===== src/rtl/alu_arbiter_pkg.sv =====
// Shared encodings for the two-requester ALU arbiter: ALU ops, FSM states,
// condition-code bit positions.
package alu_arbiter_pkg;

    typedef enum logic [1:0] {
        ALU_ADD = 2'b00,
        ALU_SUB = 2'b01,
        ALU_AND = 2'b10,
        ALU_XOR = 2'b11
    } alu_op_e;

    typedef enum logic [1:0] {
        IDLE = 2'b00,
        EXEC = 2'b01,
        RESP = 2'b10
    } arb_state_e;

    localparam int CC_ZF = 2;
    localparam int CC_SF = 1;
    localparam int CC_OF = 0;

    // OF is only meaningful for the arithmetic ops
    function automatic logic op_is_arith(input alu_op_e op);
        return (op == ALU_ADD) || (op == ALU_SUB);
    endfunction

endpackage


===== src/rtl/alu_arbiter_if.sv =====
// Request/response bundle between the two requesters and the ALU arbiter.
interface alu_arbiter_if #(
    parameter int WIDTH = 64
);
    logic             req0_valid;
    logic             req0_ready;
    logic [1:0]       req0_op;
    logic [WIDTH-1:0] req0_a;
    logic [WIDTH-1:0] req0_b;
    logic             req1_valid;
    logic             req1_ready;
    logic [1:0]       req1_op;
    logic [WIDTH-1:0] req1_a;
    logic [WIDTH-1:0] req1_b;
    logic             rsp0_valid;
    logic             rsp0_ready;
    logic             rsp1_valid;
    logic             rsp1_ready;
    logic [WIDTH-1:0] rsp_data;
    logic [2:0]       rsp_cc;

    modport slave (
        input  req0_valid, req0_op, req0_a, req0_b,
        input  req1_valid, req1_op, req1_a, req1_b,
        input  rsp0_ready, rsp1_ready,
        output req0_ready, req1_ready,
        output rsp0_valid, rsp1_valid, rsp_data, rsp_cc
    );

    modport master (
        output req0_valid, req0_op, req0_a, req0_b,
        output req1_valid, req1_op, req1_a, req1_b,
        output rsp0_ready, rsp1_ready,
        input  req0_ready, req1_ready,
        input  rsp0_valid, rsp1_valid, rsp_data, rsp_cc
    );
endinterface


===== src/rtl/alu_arbiter_alu_wrapper.sv =====
// Combinational ALU: ADD/SUB/AND/XOR with signed-overflow detect for ADD/SUB.
module alu_wrapper
    import alu_arbiter_pkg::*;
#(
    parameter int WIDTH = 64
) (
    input  alu_op_e          i_op,
    input  logic [WIDTH-1:0] i_a,
    input  logic [WIDTH-1:0] i_b,
    output logic [WIDTH-1:0] o_result,
    output logic             o_of
);
    logic [WIDTH-1:0] w_sum;
    logic [WIDTH-1:0] w_diff;

    assign w_sum  = i_a + i_b;
    assign w_diff = i_a - i_b;

    // Result mux and two's-complement overflow from operand/result sign bits
    always_comb begin
        o_result = {WIDTH{1'b0}};
        o_of     = 1'b0;
        case (i_op)
            ALU_ADD: begin
                o_result = w_sum;
                o_of     = (i_a[WIDTH-1] == i_b[WIDTH-1]) && (w_sum[WIDTH-1] != i_a[WIDTH-1]);
            end
            ALU_SUB: begin
                o_result = w_diff;
                o_of     = (i_a[WIDTH-1] != i_b[WIDTH-1]) && (w_diff[WIDTH-1] != i_a[WIDTH-1]);
            end
            ALU_AND: o_result = i_a & i_b;
            ALU_XOR: o_result = i_a ^ i_b;
            default: begin
                o_result = {WIDTH{1'b0}};
                o_of     = 1'b0;
            end
        endcase
    end
endmodule


===== src/rtl/alu_arbiter.sv =====
// Round-robin arbiter sharing one ALU between two requesters; one op in flight,
// registered result/flags, architectural condition-code register.
module alu_arbiter
    import alu_arbiter_pkg::*;
#(
    parameter int WIDTH = 64
) (
    input  logic        clk,
    input  logic        rst,
    alu_arbiter_if.slave bus,
    output logic [2:0]  cc,
    output logic        busy
);
    arb_state_e       r_state;
    arb_state_e       w_state_nxt;
    alu_op_e          r_op;
    logic [WIDTH-1:0] r_a;
    logic [WIDTH-1:0] r_b;
    logic             r_gid;
    logic             r_last_grant;
    logic [WIDTH-1:0] r_rsp_data;
    logic [2:0]       r_rsp_cc;
    logic [2:0]       r_cc;
    logic             r_rsp0_valid;
    logic             r_rsp1_valid;
    logic             r_busy;

    logic             w_grant0;
    logic             w_grant1;
    logic             w_accept;
    logic             w_rsp_done;
    logic [WIDTH-1:0] w_res;
    logic             w_alu_of;
    logic [2:0]       w_flags;

    // When both request, the one not served last wins
    assign w_grant0   = bus.req0_valid & (~bus.req1_valid | r_last_grant);
    assign w_grant1   = bus.req1_valid & (~bus.req0_valid | ~r_last_grant);
    assign w_accept   = (r_state == IDLE) & (w_grant0 | w_grant1);
    assign w_rsp_done = (r_state == RESP) & (r_gid ? bus.rsp1_ready : bus.rsp0_ready);

    assign bus.req0_ready = (r_state == IDLE) & ~rst & w_grant0;
    assign bus.req1_ready = (r_state == IDLE) & ~rst & w_grant1;
    assign bus.rsp0_valid = r_rsp0_valid;
    assign bus.rsp1_valid = r_rsp1_valid;
    assign bus.rsp_data   = r_rsp_data;
    assign bus.rsp_cc     = r_rsp_cc;
    assign cc             = r_cc;
    assign busy           = r_busy;

    alu_wrapper #(.WIDTH(WIDTH)) u_alu (
        .i_op     (r_op),
        .i_a      (r_a),
        .i_b      (r_b),
        .o_result (w_res),
        .o_of     (w_alu_of)
    );

    // Flags of the current ALU result; OF only kept for arithmetic ops
    always_comb begin
        w_flags        = 3'b000;
        w_flags[CC_ZF] = (w_res == {WIDTH{1'b0}});
        w_flags[CC_SF] = w_res[WIDTH-1];
        if (op_is_arith(r_op)) begin
            w_flags[CC_OF] = w_alu_of;
        end else begin
            w_flags[CC_OF] = 1'b0;
        end
    end

    // FSM state register
    always_ff @(posedge clk) begin
        if (rst) begin
            r_state <= IDLE;
        end else begin
            r_state <= w_state_nxt;
        end
    end

    // FSM next-state logic
    always_comb begin
        w_state_nxt = r_state;
        case (r_state)
            IDLE: begin
                if (w_accept) begin
                    w_state_nxt = EXEC;
                end else begin
                    w_state_nxt = IDLE;
                end
            end
            EXEC: w_state_nxt = RESP;
            RESP: begin
                if (w_rsp_done) begin
                    w_state_nxt = IDLE;
                end else begin
                    w_state_nxt = RESP;
                end
            end
            default: w_state_nxt = IDLE;
        endcase
    end

    // Operand capture, result/flag registers, response valids and busy
    always_ff @(posedge clk) begin
        if (rst) begin
            r_op         <= ALU_ADD;
            r_a          <= {WIDTH{1'b0}};
            r_b          <= {WIDTH{1'b0}};
            r_gid        <= 1'b0;
            r_last_grant <= 1'b1;
            r_rsp_data   <= {WIDTH{1'b0}};
            r_rsp_cc     <= 3'b000;
            r_cc         <= 3'b000;
            r_rsp0_valid <= 1'b0;
            r_rsp1_valid <= 1'b0;
            r_busy       <= 1'b0;
        end else begin
            if (w_accept) begin
                r_op         <= alu_op_e'(w_grant1 ? bus.req1_op : bus.req0_op);
                r_a          <= w_grant1 ? bus.req1_a : bus.req0_a;
                r_b          <= w_grant1 ? bus.req1_b : bus.req0_b;
                r_gid        <= w_grant1;
                r_last_grant <= w_grant1;
            end
            if (r_state == EXEC) begin
                r_rsp_data   <= w_res;
                r_rsp_cc     <= w_flags;
                r_cc         <= w_flags;
                r_rsp0_valid <= ~r_gid;
                r_rsp1_valid <= r_gid;
            end else if (w_rsp_done) begin
                r_rsp0_valid <= 1'b0;
                r_rsp1_valid <= 1'b0;
            end
            r_busy <= (w_state_nxt != IDLE);
        end
    end
endmodule


===== src/flat_wrapper.sv =====
// flat-port wrapper written by rule: the top's interface ports become plain ports
module alu_arbiter_flat import alu_arbiter_pkg::*;
#(
    parameter int WIDTH = 64
)
  (clk, rst, cc, busy, bus_req0_valid, bus_req0_op, bus_req0_a, bus_req0_b, bus_req1_valid, bus_req1_op, bus_req1_a, bus_req1_b, bus_rsp0_ready, bus_rsp1_ready, bus_req0_ready, bus_req1_ready, bus_rsp0_valid, bus_rsp1_valid, bus_rsp_data, bus_rsp_cc);
  alu_arbiter_if #(.WIDTH(WIDTH)) bus_i ();
  input  logic clk;
  input  logic rst;
  output logic [2:0] cc;
  output logic busy;
  input wire logic [$bits(bus_i.req0_valid)-1:0] bus_req0_valid;
  input wire logic [$bits(bus_i.req0_op)-1:0] bus_req0_op;
  input wire logic [$bits(bus_i.req0_a)-1:0] bus_req0_a;
  input wire logic [$bits(bus_i.req0_b)-1:0] bus_req0_b;
  input wire logic [$bits(bus_i.req1_valid)-1:0] bus_req1_valid;
  input wire logic [$bits(bus_i.req1_op)-1:0] bus_req1_op;
  input wire logic [$bits(bus_i.req1_a)-1:0] bus_req1_a;
  input wire logic [$bits(bus_i.req1_b)-1:0] bus_req1_b;
  input wire logic [$bits(bus_i.rsp0_ready)-1:0] bus_rsp0_ready;
  input wire logic [$bits(bus_i.rsp1_ready)-1:0] bus_rsp1_ready;
  output wire logic [$bits(bus_i.req0_ready)-1:0] bus_req0_ready;
  output wire logic [$bits(bus_i.req1_ready)-1:0] bus_req1_ready;
  output wire logic [$bits(bus_i.rsp0_valid)-1:0] bus_rsp0_valid;
  output wire logic [$bits(bus_i.rsp1_valid)-1:0] bus_rsp1_valid;
  output wire logic [$bits(bus_i.rsp_data)-1:0] bus_rsp_data;
  output wire logic [$bits(bus_i.rsp_cc)-1:0] bus_rsp_cc;
  assign bus_i.req0_valid = bus_req0_valid;
  assign bus_i.req0_op = bus_req0_op;
  assign bus_i.req0_a = bus_req0_a;
  assign bus_i.req0_b = bus_req0_b;
  assign bus_i.req1_valid = bus_req1_valid;
  assign bus_i.req1_op = bus_req1_op;
  assign bus_i.req1_a = bus_req1_a;
  assign bus_i.req1_b = bus_req1_b;
  assign bus_i.rsp0_ready = bus_rsp0_ready;
  assign bus_i.rsp1_ready = bus_rsp1_ready;
  assign bus_req0_ready = bus_i.req0_ready;
  assign bus_req1_ready = bus_i.req1_ready;
  assign bus_rsp0_valid = bus_i.rsp0_valid;
  assign bus_rsp1_valid = bus_i.rsp1_valid;
  assign bus_rsp_data = bus_i.rsp_data;
  assign bus_rsp_cc = bus_i.rsp_cc;
  alu_arbiter #(.WIDTH(WIDTH)) u_core (.clk(clk), .rst(rst), .bus(bus_i), .cc(cc), .busy(busy));
endmodule

===== config.mk =====
export PLATFORM = sky130hd
export DESIGN_NAME = alu_arbiter_flat
export DESIGN_NICKNAME = d
export VERILOG_FILES = /design/src/rtl/alu_arbiter_pkg.sv /design/src/rtl/alu_arbiter_if.sv /design/src/rtl/alu_arbiter_alu_wrapper.sv /design/src/rtl/alu_arbiter.sv /design/src/flat_wrapper.sv
export SDC_FILE = /design/constraint.sdc
export NUM_CORES = 1
export LEC_CHECK = 0
export BUFFER_PORTS_ARGS = -buffer_cell sky130_fd_sc_hd__clkbuf_2
export CAP_MARGIN = 0
export CORE_MARGIN = 4
export CORE_UTILIZATION = 23
export DETAILED_ROUTE_END_ITERATION = 10
export GPL_ROUTABILITY_DRIVEN = 0
export GPL_TIMING_DRIVEN = 1
export PLACE_DENSITY_LB_ADDON = 0.25
export SYNTH_ARGS = -nofsm -noshare
export SYNTH_HDL_FRONTEND = slang
export SYNTH_HIERARCHICAL = 1
export SYNTH_SLANG_ARGS = --single-unit

===== constraint.sdc =====
create_clock -name clk -period 3.8 [get_ports clk]
set_input_delay 0.57 -clock clk [delete_from_list [all_inputs] [get_ports clk]]
set_output_delay 0.57 -clock clk [all_outputs]
set_load 0.01 [all_outputs]

**Word level (Yosys, flattened, before mapping)**

Cells that the tools add are included.

- Register bits after elaboration: 204
- Latch bits: 0
- RAM bits: 0
- Memory bits (read-only): 0
- Input bits: 266
- Output and inout port bits: 75
- Logic and storage cells: 60
- Memories: 0

- Add/subtract/negate cells: 2
- $mul: 0
- Divide/modulo/power cells: 0
- Magnitude comparators: 0
- Equal/unequal tests: 9
- Shifts and indexed selects: 0
- Mux-type cells: 13
- Bitwise logic cells: 17
- Reductions and logical operators: 8

Operators with widths:

| cell | number |
|---|---|
| 64-bit one-hot mux with 4 select lines | 1 |
| 64-bit two-way mux | 2 |
| 64-bit adder | 1 |
| 64-bit AND | 1 |
| 64-bit zero test | 1 |
| 64-bit subtractor | 1 |
| 64-bit XOR | 1 |
| 1-bit AND | 7 |
| 2-bit equality test (second input constant) | 3 |
| 1-bit two-way mux | 6 |
| 2-bit one-hot mux with 3 select lines | 1 |
| 1-bit inverter | 5 |
| 2-bit by 1-bit equality test with 1-bit output (second input constant) | 2 |
| 2-bit zero test | 2 |
| 2-bit two-way mux | 2 |
| 2-bit nonzero test | 2 |
| 1-bit inequality test | 3 |
| 1-bit OR | 3 |
| 1-bit logical AND | 2 |
| 1-bit one-hot mux with 2 select lines | 1 |
| 1-bit equality test | 1 |
| 1-bit logical OR | 1 |

**Longest topological paths before layout**

- Depth after elaboration: 8
- Mapped depth: 19
- Gate-level depth less buffers: 19

**Modules after synthesis**

The synthesis kept the hierarchy.

By module, submodules not included:

| module | times used | cells each | area each (sq um) | seq. area each (sq um) |
|---|---|---|---|---|
| alu_wrapper | 1 | 1,564 | 9,616.7 | 0.0 |
| alu_arbiter | 1 | 928 | 8,577.0 | 4,063.9 |

**Worst setup path after synthesis**

OpenSTA, ideal clock, no wires.

- Path kind: reg-to-reg
- Start: register u_core.r_b[6]
- End: register u_core.r_cc[2], in the netlist u_core/cc[2]
- Library setup time: 57 ps
- Data arrival time: 3,835 ps
- Data required time: 3,743 ps
- Path slack: -92 ps
- Cell stages (with the launch flop): 19
- Buffers on the path: 1
- Clock period less this slack: 3,892 ps
- Path through: dfxtp_1 -> inv_1 -> ha_1 -> buf_4 -> nor2b_1 -> nor4_1 -> a211oi_1 -> a211oi_2 -> a31o_2 -> a31oi_2 -> a211oi_2 -> o211ai_2 -> a221o_1 -> mux2i_1 -> or3_1 -> nor4_1 -> nand4_1 -> nor3_1 -> a21o_1

- Word-level cells in the longest chain between the ends: 3
- Elaborated cells between the ends (all ways): 6
- Those cells by class: add/sub (2); mux (1); bitwise (2); reduce/logical (1)

RTL lines:

| what | line | text |
|---|---|---|
| from (decl) | alu_arbiter.sv:18 | `logic [WIDTH-1:0] r_b;` |
| from (signal assigned) | alu_arbiter.sv:108 | `r_b <= {WIDTH{1'b0}};` |
| from (signal assigned) | alu_arbiter.sv:121 | `r_b <= w_grant1 ? bus.req1_b : bus.req0_b;` |
| 64-bit subtractor / 64-bit adder (equally long branches) | alu_arbiter_alu_wrapper.sv:17, alu_arbiter_alu_wrapper.sv:16 |  |
| 64-bit one-hot mux with 4 select lines (*) | alu_arbiter_alu_wrapper.sv:23 | `case (i_op)` |
| via u_core.w_flags[1] | alu_arbiter.sv:34 | `logic [2:0] w_flags;` |
| 64-bit zero test (*) | alu_arbiter.sv:62 | `w_flags[CC_ZF] = (w_res == {WIDTH{1'b0}});` |
| to (signal assigned) | alu_arbiter.sv:128 | `r_cc <= w_flags;` |
| to (decl) | alu_arbiter.sv:23 | `logic [2:0] r_cc;` |

Mark *: on every way through the listed nets, which the timed path passes. The rest lies on a longest branch.
A chain may end at the register's enable or synchronous reset.

**Worst setup path after layout**

- Start: register u_core.r_b[0]
- End: register u_core.r_cc[2], in the netlist u_core/cc[2]

- Word-level cells in the longest chain between the ends: 3
- Elaborated cells between the ends (all ways): 6
- Those cells by class: add/sub (2); mux (1); bitwise (2); reduce/logical (1)

RTL lines:

| what | line | text |
|---|---|---|
| 64-bit subtractor / 64-bit adder (equally long branches) | alu_arbiter_alu_wrapper.sv:17, alu_arbiter_alu_wrapper.sv:16 |  |
| 64-bit one-hot mux with 4 select lines (*) | alu_arbiter_alu_wrapper.sv:23 |  |
| via u_core.w_res[62] | alu_arbiter.sv:32 | `logic [WIDTH-1:0] w_res;` |
| 64-bit zero test (*) | alu_arbiter.sv:62 |  |

Marked as above.

==> out/summary.txt <==
Die ar. - 83700 sq um
Num rows - 102
Area Overhead vs Synth - 47.3%
Pwr Density - 474 nW/um^2
Most common cell in the synthesized netlist - nor2_1
HPWL after detailed placement - 64000 um
Post-synth top cells - 314 x nor2_1, 281 x a21oi_1, 233 x nand2_1
Drt via density - 4.87
Largest net degree at the start of global routing - 130
CP Launch Type - register
Post-synthesis cell type count - 88
Worst path cell trace - buf_6 > ha_4 > inv_2 > fa_2 > and3_4 > or2_4 > a31o_4 > a41o_4 > a41o_4 > nand4_4 > a2111oi_4 > nor4_2 > buf_4 > or4_4 > nand3b_1 > nand3_2 > nor4_2 > buf_4 > nand3_2 > nor3_2 > a21o_1
Slew HR - 22.4%
Worst hold path class - in2reg
Failing checks - setup timing
Largest cells by area after synthesis - dfxtp_1 22%, ha_1 8.7%, mux2i_1 8.4%, a21oi_1 7.7%, nor2_1 6.5%
Status - finished with violations
ANT cells - 0
Core ar. - 78000 sq um
Mean post-synth cell area - 7.30 sq um
P_leak - 11.9 nW
Initial Util - 23.3%
CP endpoint kind - register
Highest clock rate - 0.244 GHz
Total GRT Usage - 18.3%
Number of synthesized register bits - 203
RSZ-0062 raised after global routing - yes
Number of max-cap violations - 0
Critical-path top delay cell - or4_4
Drt drc - 0
IO Count - 341
Clk_skew - 0.0401 ns
Clk sink count - 203
Worst setup path category - reg2reg
Buffers & Inverters on Critical Path - 4
Vias in the first global route - 19600
H-Tree Depth - 1
Post-synth top area cell - dfxtp_1
Period utilisation layout - 108%
Area after DPL - 24300 sq um
Mapped Cells - 2492
Worst setup margin - -0.293 ns
Initial antenna violation count - 0
Max VDD drop - 352 uV
CTS tree - built
Worst-path maximum fanout - 3
CP delay by family, top - simple AND/OR/NAND/NOR gates
Reg clk slew, reported paths - 0.06 ns
Worst hold slack - 0.306 ns
Post-layout nets - 3626
Worst Tran Pin Value - 1.15 ns
Number of synthesized flops with an enable pin - 0
Post-route cell area - 26800 sq um
Die extent in x - 289 um
Ys Warns - 6
Synth Flop Type - dfxtp_1
Vias - 20900
Num CTS Buffers - 28
Clock Tree Buf Depth - 3
Post-route minimum period - 4.09 ns
First-pass GRT wire length - 119000 um
DRT antenna net count - 0
Detailed Routing Iterations Pass 1 - 6
Hold Vio Cnt, Final - 0
Initial DRC count - 1510
Worst-Skew Late Latency - 0.60 ns
Register area share after synthesis - 22.3%
Largest stage delay, worst path - 0.48 ns
Post-DR wirelength/cell - 18.8 um
Share of cells above drive strength 1 - 36.4%
Netlist Area Pre-Place - 18200 sq um
Syn nets - 2887
Die Y - 289 um
Cts hold-fix bufs - 0
Share of the synthesized area in the top cell type - 22.3%
Post-synth ARST share - 0%
Global route overflow - 0
Max Slew Vio Count - 0
Worst Path Arrival - 4.60 ns
WL final - 80900 um
Clock Tree Root - clkbuf_16
CP required - 4.31 ns
Buffers on Ports - 340
Setup violators final - 2
-- placed cells by master, fill, tap and decap left out, types with 19 or more instances in the layout --
| cell | n |
|---|---|
| a21oi_2 | 22 |
| nand2_1 | 222 |
| nand3_1 | 30 |
| ha_1 | 96 |
| o211ai_1 | 37 |
| dfxtp_1 | 185 |
| buf_4 | 524 |
| a211oi_1 | 141 |
| mux2i_1 | 153 |
| nor2_1 | 305 |
| buf_6 | 20 |
| ha_4 | 27 |
| clkbuf_16 | 29 |
| a211oi_2 | 22 |
| inv_1 | 140 |
| nand4_1 | 19 |
| a21o_1 | 36 |
| o21ai_0 | 110 |
| nor3_1 | 48 |
| o21a_1 | 19 |
| nor2b_1 | 22 |
| a21oi_1 | 254 |
| clkbuf_2 | 339 |
| o21bai_1 | 21 |
| nor4_1 | 21 |
-- metrics by stage --
stage / setup slack, ns / instances / power (mW) / util, % / setup TNS, ns
after floorplan: 0.0200 / 2492 / 6.08 / - / 0
after global placement: -0.632 / 4201 / 9.29 / 31.2 / -2.84
after detailed placement: -0.690 / 4201 / 9.27 / 31.2 / -3.47
after CTS: -0.323 / 4263 / 12.3 / 33.0 / -0.352
after global routing: -0.420 / 4292 / 13.5 / 34.4 / -1.39
final: -0.293 / 4292 / 12.7 / 34.4 / -0.298
-- power by group --
| group | switching (mW) | leakage [nW] | internal [mW] |
|---|---|---|---|
| Combinational | 4.08 | 9.80 | 3.33 |
| Sequential | 0.204 | 1.68 | 2.40 |
| Clock | 1.11 | 0.452 | 1.58 |
-- worst min-delay path, cell delays in order --
cell	delay [ns]
clkbuf_2	0.08
mux2i_1	0.12
a211oi_1	0.08
-- cell families after synthesis --
kind of cell               after synthesis  synth area share [%]
xor gates and xnor gates                21                  1.01
adders and majority gates              129                  8.95
muxes                                  160                  8.85
buffers and inverters                  331                  8.27
AOI/OAI and AO/OA                      841                  30.6
and+or+nand+nor                        807                  19.9
DFF                                    203                  22.3
-- what timing repair did --
action                     CTS  global route
gates resized for setup     91           169
setup endpoints to repair   25            33
gates cloned                 0             0
pin swaps                   38            77
buffers inserted            11            32
-- registers in the layout (all words and copies together) (netlist names) --
name	flops
u_core/r_a	64
u_core/r_b	64
u_core/bus.rsp_data	63
u_core/cc	3
u_core/r_op	2
u_core/r_state	2
u_core/bus.rsp0_valid	1
u_core/bus.rsp1_valid	1
u_core/busy	1
u_core/r_gid	1
u_core/r_last_grant	1
-- cell type report --
cell class / instances / area [sq um]
clock inverters: 12 / 108
clock buffers: 39 / 823
well taps: 1040 / 1300
repair buffers: 893 / 6060
flip-flops and latches: 203 / 4100
multi-input cells: 1958 / 13900
inverters: 147 / 554
fillers: 8373 / 51200
-- layer usage --
metal / vias to the layer above / routed length, um / global-route usage (%) / share of wire [%]
li1: 10500 / - / - / -
met1: 9617 / 39700 / 27.2 / 49
met2: 673 / 34200 / 27.7 / 42
met3: 98 / 5310 / 2.71 / 6.6
met4: 0 / 1700 / 4.01 / 2.1
met5: - / 0 / 0 / 0
-- worst paths after layout --
check | start | end | slack, ns | depth (start not counted)
worst max-delay path | u_core/r_b[0] | u_core/cc[2] | -0.29 | 21
worst min-delay path | bus_req0_b[25] | u_core/r_b[25] | 0.31 | 3
worst max register to register | u_core/r_b[0] | u_core/cc[2] | -0.29 | 21
worst min register to register | u_core/bus.rsp_data[51] | u_core/bus.rsp_data[51] | 0.45 | 2
(Power assumes the default switching activity.)
